==> config.mk <==
export PLATFORM = sky130hd
export DESIGN_NAME = hex_display_scanner
export DESIGN_NICKNAME = d
export VERILOG_FILES = /design/src/rtl/hex_display_scanner_pkg.sv /design/src/rtl/hex_display_scanner_scan_prescaler.sv /design/src/rtl/hex_display_scanner.sv
export SDC_FILE = /design/constraint.sdc
export NUM_CORES = 1
export LEC_CHECK = 0
export BUFFER_PORTS_ARGS = -buffer_cell sky130_fd_sc_hd__buf_2
export CAP_MARGIN = 20
export CORE_ASPECT_RATIO = 0.8
export CORE_MARGIN = 2
export CORE_UTILIZATION = 34
export DETAILED_ROUTE_END_ITERATION = 10
export GPL_TIMING_DRIVEN = 1
export PLACE_DENSITY_LB_ADDON = 0.08
export SETUP_SLACK_MARGIN = 0.2
export SYNTH_ARGS = -nofsm -noshare
export SYNTH_HDL_FRONTEND = slang
export SYNTH_SLANG_ARGS = --single-unit
export TNS_END_PERCENT = 50
==> constraint.sdc <==
create_clock -name clk -period 2.7 [get_ports clk]
set_input_delay 0.405 -clock clk [delete_from_list [all_inputs] [get_ports clk]]
set_output_delay 0.405 -clock clk [all_outputs]
set_load 0.02 [all_outputs]
==> src/rtl/hex_display_scanner_pkg.sv <==
// Shared definitions for the hex display scanner: segment bus layout, glyph table and slot FSM states.
// Segment bus is active-low, bit 6 = g down to bit 0 = a.
package hex_display_scanner_pkg;

    localparam int SEG_W = 7;
    typedef logic [SEG_W-1:0] seg_t;

    localparam seg_t GLYPH_0    = 7'b1000000;
    localparam seg_t GLYPH_1    = 7'b1111001;
    localparam seg_t GLYPH_2    = 7'b0100100;
    localparam seg_t GLYPH_3    = 7'b0110000;
    localparam seg_t GLYPH_4    = 7'b0011001;
    localparam seg_t GLYPH_5    = 7'b0010010;
    localparam seg_t GLYPH_6    = 7'b0000010;
    localparam seg_t GLYPH_7    = 7'b1111000;
    localparam seg_t GLYPH_8    = 7'b0000000;
    localparam seg_t GLYPH_9    = 7'b0010000;
    localparam seg_t GLYPH_A    = 7'b0001000;
    localparam seg_t GLYPH_B    = 7'b0000011;
    localparam seg_t GLYPH_C    = 7'b1000110;
    localparam seg_t GLYPH_D    = 7'b0100001;
    localparam seg_t GLYPH_E    = 7'b0000110;
    localparam seg_t GLYPH_F    = 7'b0001110;
    localparam seg_t GLYPH_DARK = 7'b1111111;

    localparam logic [0:0] ST_GUARD = 1'b0;
    localparam logic [0:0] ST_DRIVE = 1'b1;

    function automatic seg_t hex_glyph(input logic [3:0] nib);
        seg_t g;
        g = GLYPH_DARK;
        case (nib)
            4'h0: g = GLYPH_0;
            4'h1: g = GLYPH_1;
            4'h2: g = GLYPH_2;
            4'h3: g = GLYPH_3;
            4'h4: g = GLYPH_4;
            4'h5: g = GLYPH_5;
            4'h6: g = GLYPH_6;
            4'h7: g = GLYPH_7;
            4'h8: g = GLYPH_8;
            4'h9: g = GLYPH_9;
            4'hA: g = GLYPH_A;
            4'hB: g = GLYPH_B;
            4'hC: g = GLYPH_C;
            4'hD: g = GLYPH_D;
            4'hE: g = GLYPH_E;
            4'hF: g = GLYPH_F;
            default: g = GLYPH_DARK;
        endcase
        return g;
    endfunction

endpackage

==> src/rtl/hex_display_scanner_scan_prescaler.sv <==
// Slot timer: counts 0..CLK_DIV-1 while enabled, flags the last cycle of a slot (tick) and the
// last guard cycle (drive_start). Combinational flags from a registered count; holds when disabled.
module hex_display_scanner_scan_prescaler #(
    parameter int CLK_DIV = 50000,
    parameter int GUARD   = 16
) (
    input  logic clk,
    input  logic rst,
    input  logic enable,
    output logic tick,
    output logic drive_start
);

    localparam int CNT_W = $clog2(CLK_DIV);

    logic [CNT_W-1:0] cnt;

    assign tick        = enable && (cnt == CNT_W'(CLK_DIV - 1));
    assign drive_start = enable && (cnt == CNT_W'(GUARD - 1));

    always_ff @(posedge clk) begin
        if (rst) begin
            cnt <= '0;
        end else if (enable) begin
            cnt <= tick ? '0 : cnt + 1'b1;
        end
    end

endmodule

==> src/rtl/hex_display_scanner.sv <==
// Time-multiplexed hex display driver; an/seg/frame registered (1 cycle after slot state).
// New values are held in a one-deep pending slot and committed only at frame boundaries; load_ready stays low while it is full.
module hex_display_scanner
    import hex_display_scanner_pkg::*;
#(
    parameter int NUM_DIGITS = 4,
    parameter int CLK_DIV    = 50000,
    parameter int GUARD      = 16
) (
    input  logic                    clk,
    input  logic                    rst,
    input  logic                    enable,
    input  logic                    load_valid,
    output logic                    load_ready,
    input  logic [4*NUM_DIGITS-1:0] value,
    input  logic [NUM_DIGITS-1:0]   blank_mask,
    input  logic                    lz_en,
    output logic [NUM_DIGITS-1:0]   an,
    output logic [SEG_W-1:0]        seg,
    output logic                    frame
);

    localparam int IDX_W = $clog2(NUM_DIGITS);
    localparam int VAL_W = 4 * NUM_DIGITS;

    logic                  tick;
    logic                  drive_start;
    logic                  boundary;
    logic                  accept;
    logic                  commit;

    logic [IDX_W-1:0]      idx;
    logic [0:0]            state;

    logic [VAL_W-1:0]      disp_value;
    logic [NUM_DIGITS-1:0] disp_mask;
    logic [VAL_W-1:0]      pend_value;
    logic [NUM_DIGITS-1:0] pend_mask;
    logic                  pend_full;

    logic [NUM_DIGITS-1:0] dark_vec;
    logic                  zero_above;
    logic [3:0]            cur_nibble;

    hex_display_scanner_scan_prescaler #(
        .CLK_DIV (CLK_DIV),
        .GUARD   (GUARD)
    ) u_prescaler (
        .clk         (clk),
        .rst         (rst),
        .enable      (enable),
        .tick        (tick),
        .drive_start (drive_start)
    );

    assign boundary   = tick && (idx == IDX_W'(NUM_DIGITS - 1));
    assign load_ready = ~pend_full;
    assign accept     = load_valid && load_ready;
    // A transfer on the boundary cycle cannot commit here: pend_full is still clear.
    assign commit     = boundary && pend_full;
    assign cur_nibble = disp_value[{idx, 2'b00} +: 4];

    // Scan from the top digit down so zero_above covers nibbles i..NUM_DIGITS-1.
    always_comb begin
        zero_above = 1'b1;
        dark_vec   = '0;
        for (int i = NUM_DIGITS - 1; i >= 0; i--) begin
            zero_above  = zero_above && (disp_value[4*i +: 4] == 4'h0);
            dark_vec[i] = disp_mask[i] || (lz_en && (i > 0) && zero_above);
        end
    end

    always_ff @(posedge clk) begin
        if (rst) begin
            idx   <= '0;
            state <= ST_GUARD;
            frame <= 1'b0;
        end else begin
            frame <= boundary;
            if (tick) begin
                idx   <= boundary ? '0 : idx + 1'b1;
                state <= ST_GUARD;
            end else if (drive_start) begin
                state <= ST_DRIVE;
            end
        end
    end

    always_ff @(posedge clk) begin
        if (rst) begin
            pend_full  <= 1'b0;
            pend_value <= '0;
            pend_mask  <= '0;
            disp_value <= '0;
            disp_mask  <= '1;
        end else begin
            if (commit) begin
                disp_value <= pend_value;
                disp_mask  <= pend_mask;
                pend_full  <= 1'b0;
            end
            if (accept) begin
                pend_value <= value;
                pend_mask  <= blank_mask;
                pend_full  <= 1'b1;
            end
        end
    end

    always_ff @(posedge clk) begin
        if (rst) begin
            an  <= '1;
            seg <= GLYPH_DARK;
        end else if (enable && (state == ST_DRIVE) && !dark_vec[idx]) begin
            an  <= ~(NUM_DIGITS'(1) << idx);
            seg <= hex_glyph(cur_nibble);
        end else begin
            an  <= '1;
            seg <= GLYPH_DARK;
        end
    end

endmodule

==> impl_metrics.prom <==
# TYPE chip_impl_metric gauge
chip_impl_metric{name="comb_power_share",unit=""} 0.045
chip_impl_metric{name="synth-async-reset-ratio",unit=""} 0
chip_impl_metric{name="power_density",unit="nW/um2"} 548
chip_impl_metric{name="hold_buffers",unit=""} 0
chip_impl_metric{name="relSlewSlack",unit=""} 0.542
chip_impl_metric{name="ff_latch_count_synth",unit=""} 72
chip_impl_metric{name="design.final.nets",unit=""} 427
chip_impl_metric{name="die_y",unit="um"} 88.3
chip_impl_metric{name="first_global_vias",unit=""} 2365
chip_impl_metric{name="filler_cell_count",unit=""} 896
chip_impl_metric{name="post-layout-total-power",unit="uW"} 1890
chip_impl_metric{name="grt_use_met3",unit=""} 0.0471
chip_impl_metric{name="max_cap_viol_count",unit=""} 0
chip_impl_info{name="synth_area_leader_cell",value="sky130_fd_sc_hd__dfxtp_1"} 1
chip_impl_metric{name="placer_s_final_routability_congestion_estimate",unit=""} 0.768
chip_impl_metric{name="power.internal",unit="uW"} 1440
chip_impl_metric{name="post_route_cells_drive_above_1_share",unit=""} 0.149
chip_impl_metric{name="port_buffers",unit=""} 37
chip_impl_metric{name="critical_path_arrival",unit="ns"} 2.44
chip_impl_metric{name="worst_path_largest_cell_delay",unit="ns"} 0.74
chip_impl_metric{name="p_leak",unit="uW"} 0.00129
chip_impl_metric{name="fmax",unit="MHz"} 451
chip_impl_info{name="synthTopCellsByArea",value="sky130_fd_sc_hd__dfxtp_1 48%, sky130_fd_sc_hd__nand2_1 12%, sky130_fd_sc_hd__a21oi_1 7.1%"} 1
chip_impl_metric{name="synthCells",unit=""} 359
chip_impl_metric{name="clkSlewWorstSetupHoldPaths",unit="ns"} 0.07
chip_impl_metric{name="min_path_cells",unit=""} 3
chip_impl_metric{name="route.detailed.drc",unit=""} 0
chip_impl_metric{name="number_of_buffers_created_by_cts",unit=""} 9
chip_impl_metric{name="design.die.area",unit="um2"} 9650
chip_impl_metric{name="met1_capacity_usage_during_global_routing",unit=""} 0.205
chip_impl_metric{name="synth_simple_gate_area_share",unit=""} 0.244
chip_impl_metric{name="pwr-share-clk",unit=""} 0.375
chip_impl_metric{name="total_detailed_routing_wirelength",unit="um"} 6640
chip_impl_metric{name="yosysUniqueCellTypes",unit=""} 38
chip_impl_metric{name="clk_path_buf_depth",unit=""} 2
chip_impl_metric{name="synth-edff-count",unit=""} 0
chip_impl_info{name="dominantRegCellSynth",value="sky130_fd_sc_hd__dfxtp_1"} 1
chip_impl_metric{name="max_slew.worst_pin.slew",unit="ns"} 0.686
chip_impl_metric{name="worst-r2r-cell-count",unit=""} 5
chip_impl_metric{name="clock_insertion_delay_worst_skew",unit="ns"} 0.35
chip_impl_metric{name="drt_iter0_markers",unit=""} 81
chip_impl_metric{name="max-vdd-ir-drop",unit="mV"} 0.178
chip_impl_metric{name="synth-compound-area-share",unit=""} 0.108
chip_impl_metric{name="placed_cells",unit=""} 492
chip_impl_metric{name="cts_htree_levels",unit=""} 3
chip_impl_metric{name="setup_viol_count_final",unit=""} 0
chip_impl_metric{name="antenna_cells",unit=""} 0
chip_impl_metric{name="area_delta_synth_final",unit="%"} 14.2
chip_impl_metric{name="initial_cell_density_of_the_core",unit=""} 0.353
chip_impl_info{name="yosys.cell_count.top_type",value="sky130_fd_sc_hd__nand2_1"} 1
chip_impl_info{name="run_status",value="complete, no violations"} 1
chip_impl_metric{name="avgRoutedWirePerCell",unit="um"} 13.1
chip_impl_metric{name="setup_slack",unit="ns"} 0.484
chip_impl_info{name="timing.critical_path.to_type",value="flip-flop"} 1
chip_impl_metric{name="post-synth-top-area-fraction",unit=""} 0.477
chip_impl_metric{name="global_route.overflow_total",unit=""} 0
chip_impl_metric{name="placement.setup.worst_slack",unit="ns"} 0.475
chip_impl_metric{name="dp_hpwl",unit="um"} 4700
chip_impl_metric{name="grt_antenna_before_repair",unit=""} 0
chip_impl_metric{name="layout.cells.non_filler",unit=""} 507
chip_impl_info{name="rsz_0062_raised_after_global_routing",value="false"} 1
chip_impl_metric{name="period_needed",unit="ns"} 2.22
chip_impl_metric{name="cp.required",unit="ns"} 2.93
chip_impl_metric{name="final_cycle_share",unit=""} 0.821
chip_impl_info{name="min_path_type",value="input pin to flip-flop"} 1
chip_impl_info{name="path_class",value="flip-flop to flip-flop"} 1
chip_impl_metric{name="vias_per_cell",unit=""} 4.90
chip_impl_metric{name="final_design_area_no_fill",unit="um2"} 3450
chip_impl_metric{name="final.setup.tns",unit="ns"} 0
chip_impl_info{name="grt_busiest_layer",value="met2"} 1
chip_impl_metric{name="synth.yosys.warnings",unit=""} 0
chip_impl_metric{name="grt_start_max_net_pins",unit=""} 27
chip_impl_info{name="cp_slowest_cell",value="sky130_fd_sc_hd__mux4_1"} 1
chip_impl_info{name="timing.critical_path.from_type",value="flip-flop"} 1
chip_impl_metric{name="routed-via-count",unit=""} 2482
chip_impl_info{name="cts_tree",value="done"} 1
chip_impl_metric{name="switch_pwr",unit="uW"} 449
chip_impl_info{name="yosys-top-cells-count",value="94 x sky130_fd_sc_hd__nand2_1, 72 x sky130_fd_sc_hd__dfxtp_1, 43 x sky130_fd_sc_hd__a21oi_1, 29 x sky130_fd_sc_hd__nor2_1, 11 x sky130_fd_sc_hd__ha_1"} 1
chip_impl_metric{name="timing_max_transition_violations_final",unit=""} 0
chip_impl_info{name="crit_chain",value="mux4_1 -> inv_1 -> ha_1 -> mux2i_1 -> o211ai_1"} 1
chip_impl_metric{name="core_region_area",unit="um2"} 8560
chip_impl_metric{name="antenna_violating_nets_post_route",unit=""} 0
chip_impl_metric{name="top_level_ports",unit=""} 38
chip_impl_info{name="root_buffer",value="sky130_fd_sc_hd__clkbuf_8"} 1
chip_impl_metric{name="ctsResizeCount",unit=""} 0
chip_impl_metric{name="seqPwrFrac",unit=""} 0.580
chip_impl_metric{name="cts_setup_buffers",unit=""} 0
chip_impl_metric{name="p_sw_frac",unit=""} 0.238
chip_impl_metric{name="post_synthesis_mux_area_share",unit=""} 0.0410
chip_impl_metric{name="finClkSkew",unit="ns"} 0.0110
chip_impl_metric{name="synth_xor_area_frac",unit=""} 0.0406
chip_impl_metric{name="synth_area_per_cell",unit="um2"} 8.41
chip_impl_metric{name="dpl-instance-area",unit="um2"} 3290
chip_impl_metric{name="met2_usage",unit=""} 0.224
chip_impl_metric{name="global_route_wire_length_before_repair",unit="um"} 11300
chip_impl_info{name="main_combinational_cell_family_by_area_after_synthesis",value="simple AND/OR/NAND/NOR gates"} 1
chip_impl_metric{name="synth_nets",unit=""} 395
chip_impl_metric{name="cts_sinks",unit=""} 72
chip_impl_metric{name="die_width",unit="um"} 109
chip_impl_metric{name="synth-seq-area-share",unit=""} 0.477
chip_impl_metric{name="synth_area",unit="um2"} 3020
chip_impl_metric{name="placementRows",unit=""} 30
chip_impl_metric{name="post_synth_fa_ha_maj_area_fraction",unit=""} 0.0456
chip_impl_metric{name="grt.total_usage",unit=""} 0.150
chip_impl_metric{name="critical_path.max_fanout",unit=""} 13
chip_impl_metric{name="drt_first_pass_iters",unit=""} 5
chip_impl_metric{name="finalHoldViolCount",unit=""} 0
placed cells by master, fill, tap and decap left out, drive strengths merged, types with 2 or more instances in the layout:
| cell type | Yosys | layout |
|---|---|---|
| ha | 11 | 11 |
| nand4 | 5 | 5 |
| xnor2 | 5 | 5 |
| o221ai | 4 | 4 |
| dfxtp | 72 | 72 |
| nor2 | 29 | 29 |
| a21oi | 43 | 43 |
| o21ai | 3 | 3 |
| nor2b | 2 | 2 |
| nor3 | 7 | 7 |
| a211o | 2 | 2 |
| nand2b | 4 | 4 |
| inv | 10 | 10 |
| or2 | 2 | 2 |
| nand3 | 8 | 8 |
| nor4 | 3 | 3 |
| mux2i | 3 | 3 |
| mux4 | 4 | 4 |
| nor4b | 2 | 2 |
| and4 | 2 | 2 |
| xor2 | 9 | 9 |
| nand2 | 94 | 94 |
| nand3b | 2 | 2 |
| clkinv | 0 | 3 |
| clkbuf | 10 | 11 |
| o211ai | 2 | 2 |
| or4 | 4 | 4 |
| buf | 10 | 41 |
sequential cells by signal, summed over array words and instances, names as in the netlist:
register         flops
disp_value          16
state                1
an                   4
idx                  2
disp_mask            4
seg                  7
pend_mask            4
pend_value          16
u_prescaler.cnt     16
frame                1
pend_full            1
power by group through the flow:
| stage | Sequential [uW] | Clock (uW) | Combinational, uW |
|---|---|---|---|
| after floorplan | 1120 | 0 | 54.9 |
| after global placement | 1120 | 0 | 84.8 |
| after detailed placement | 1120 | 0 | 86.0 |
| after CTS | 1100 | 736 | 86.3 |
| after global routing | 1100 | 785 | 96.8 |
| final | 1100 | 709 | 84.2 |
routing by layer:
metal	share of wire	up-vias
li1	-	1273
met1	0.50	1158
met2	0.44	47
met3	0.049	4
met4	0.0072	0
met5	0	-
path summary, 6_finish.rpt:
| check | from | end | slack (ns) |
|---|---|---|---|
| setup / recovery | idx[0] | seg[1] | 0.48 |
| hold / removal | value[7] | pend_value[7] | 0.30 |
| setup reg to reg | idx[0] | seg[1] | 0.48 |
| hold reg to reg | pend_value[6] | disp_value[6] | 0.46 |
metrics by stage:
| stage | util | hold WS (ns) |
|---|---|---|
| 4_1_cts | 0.403 | 0.281 |
| 5_1_grt | 0.403 | 0.288 |
| 6_report | 0.403 | 0.295 |
| 2_1_floorplan | - | 0.432 |
| 3_3_place_gp | 0.385 | 0.446 |
| 3_5_place_dp | 0.385 | 0.450 |
worst max-delay path, delay by kind of cell (launching register included):
kind	cells	cell delay, ns
buf+inv	1	0.19
fa+ha+maj	1	0.27
compound gates	1	0.09
mux	2	0.89
flops	1	0.66
cell type report:
type	instances	area, um2	area share
flip-flops and latches	72	1440	0.418
repair buffers	41	228	0.0660
multi-input cells	257	1450	0.420
inverters	10	37.5	0.0109
clock inverters	4	22.5	0.00653
well taps	112	140	0.0406
clock buffers	11	131	0.0381
logic make-up after synthesis:
kind of cell               after synthesis
and+or+nand+nor                        167
DFF                                     72
AOI/OAI and AO/OA                       58
buffers and inverters                   30
xor gates and xnor gates                14
adders and majority gates               11
muxes                                    7
Power figures use the tool's default switching activity.
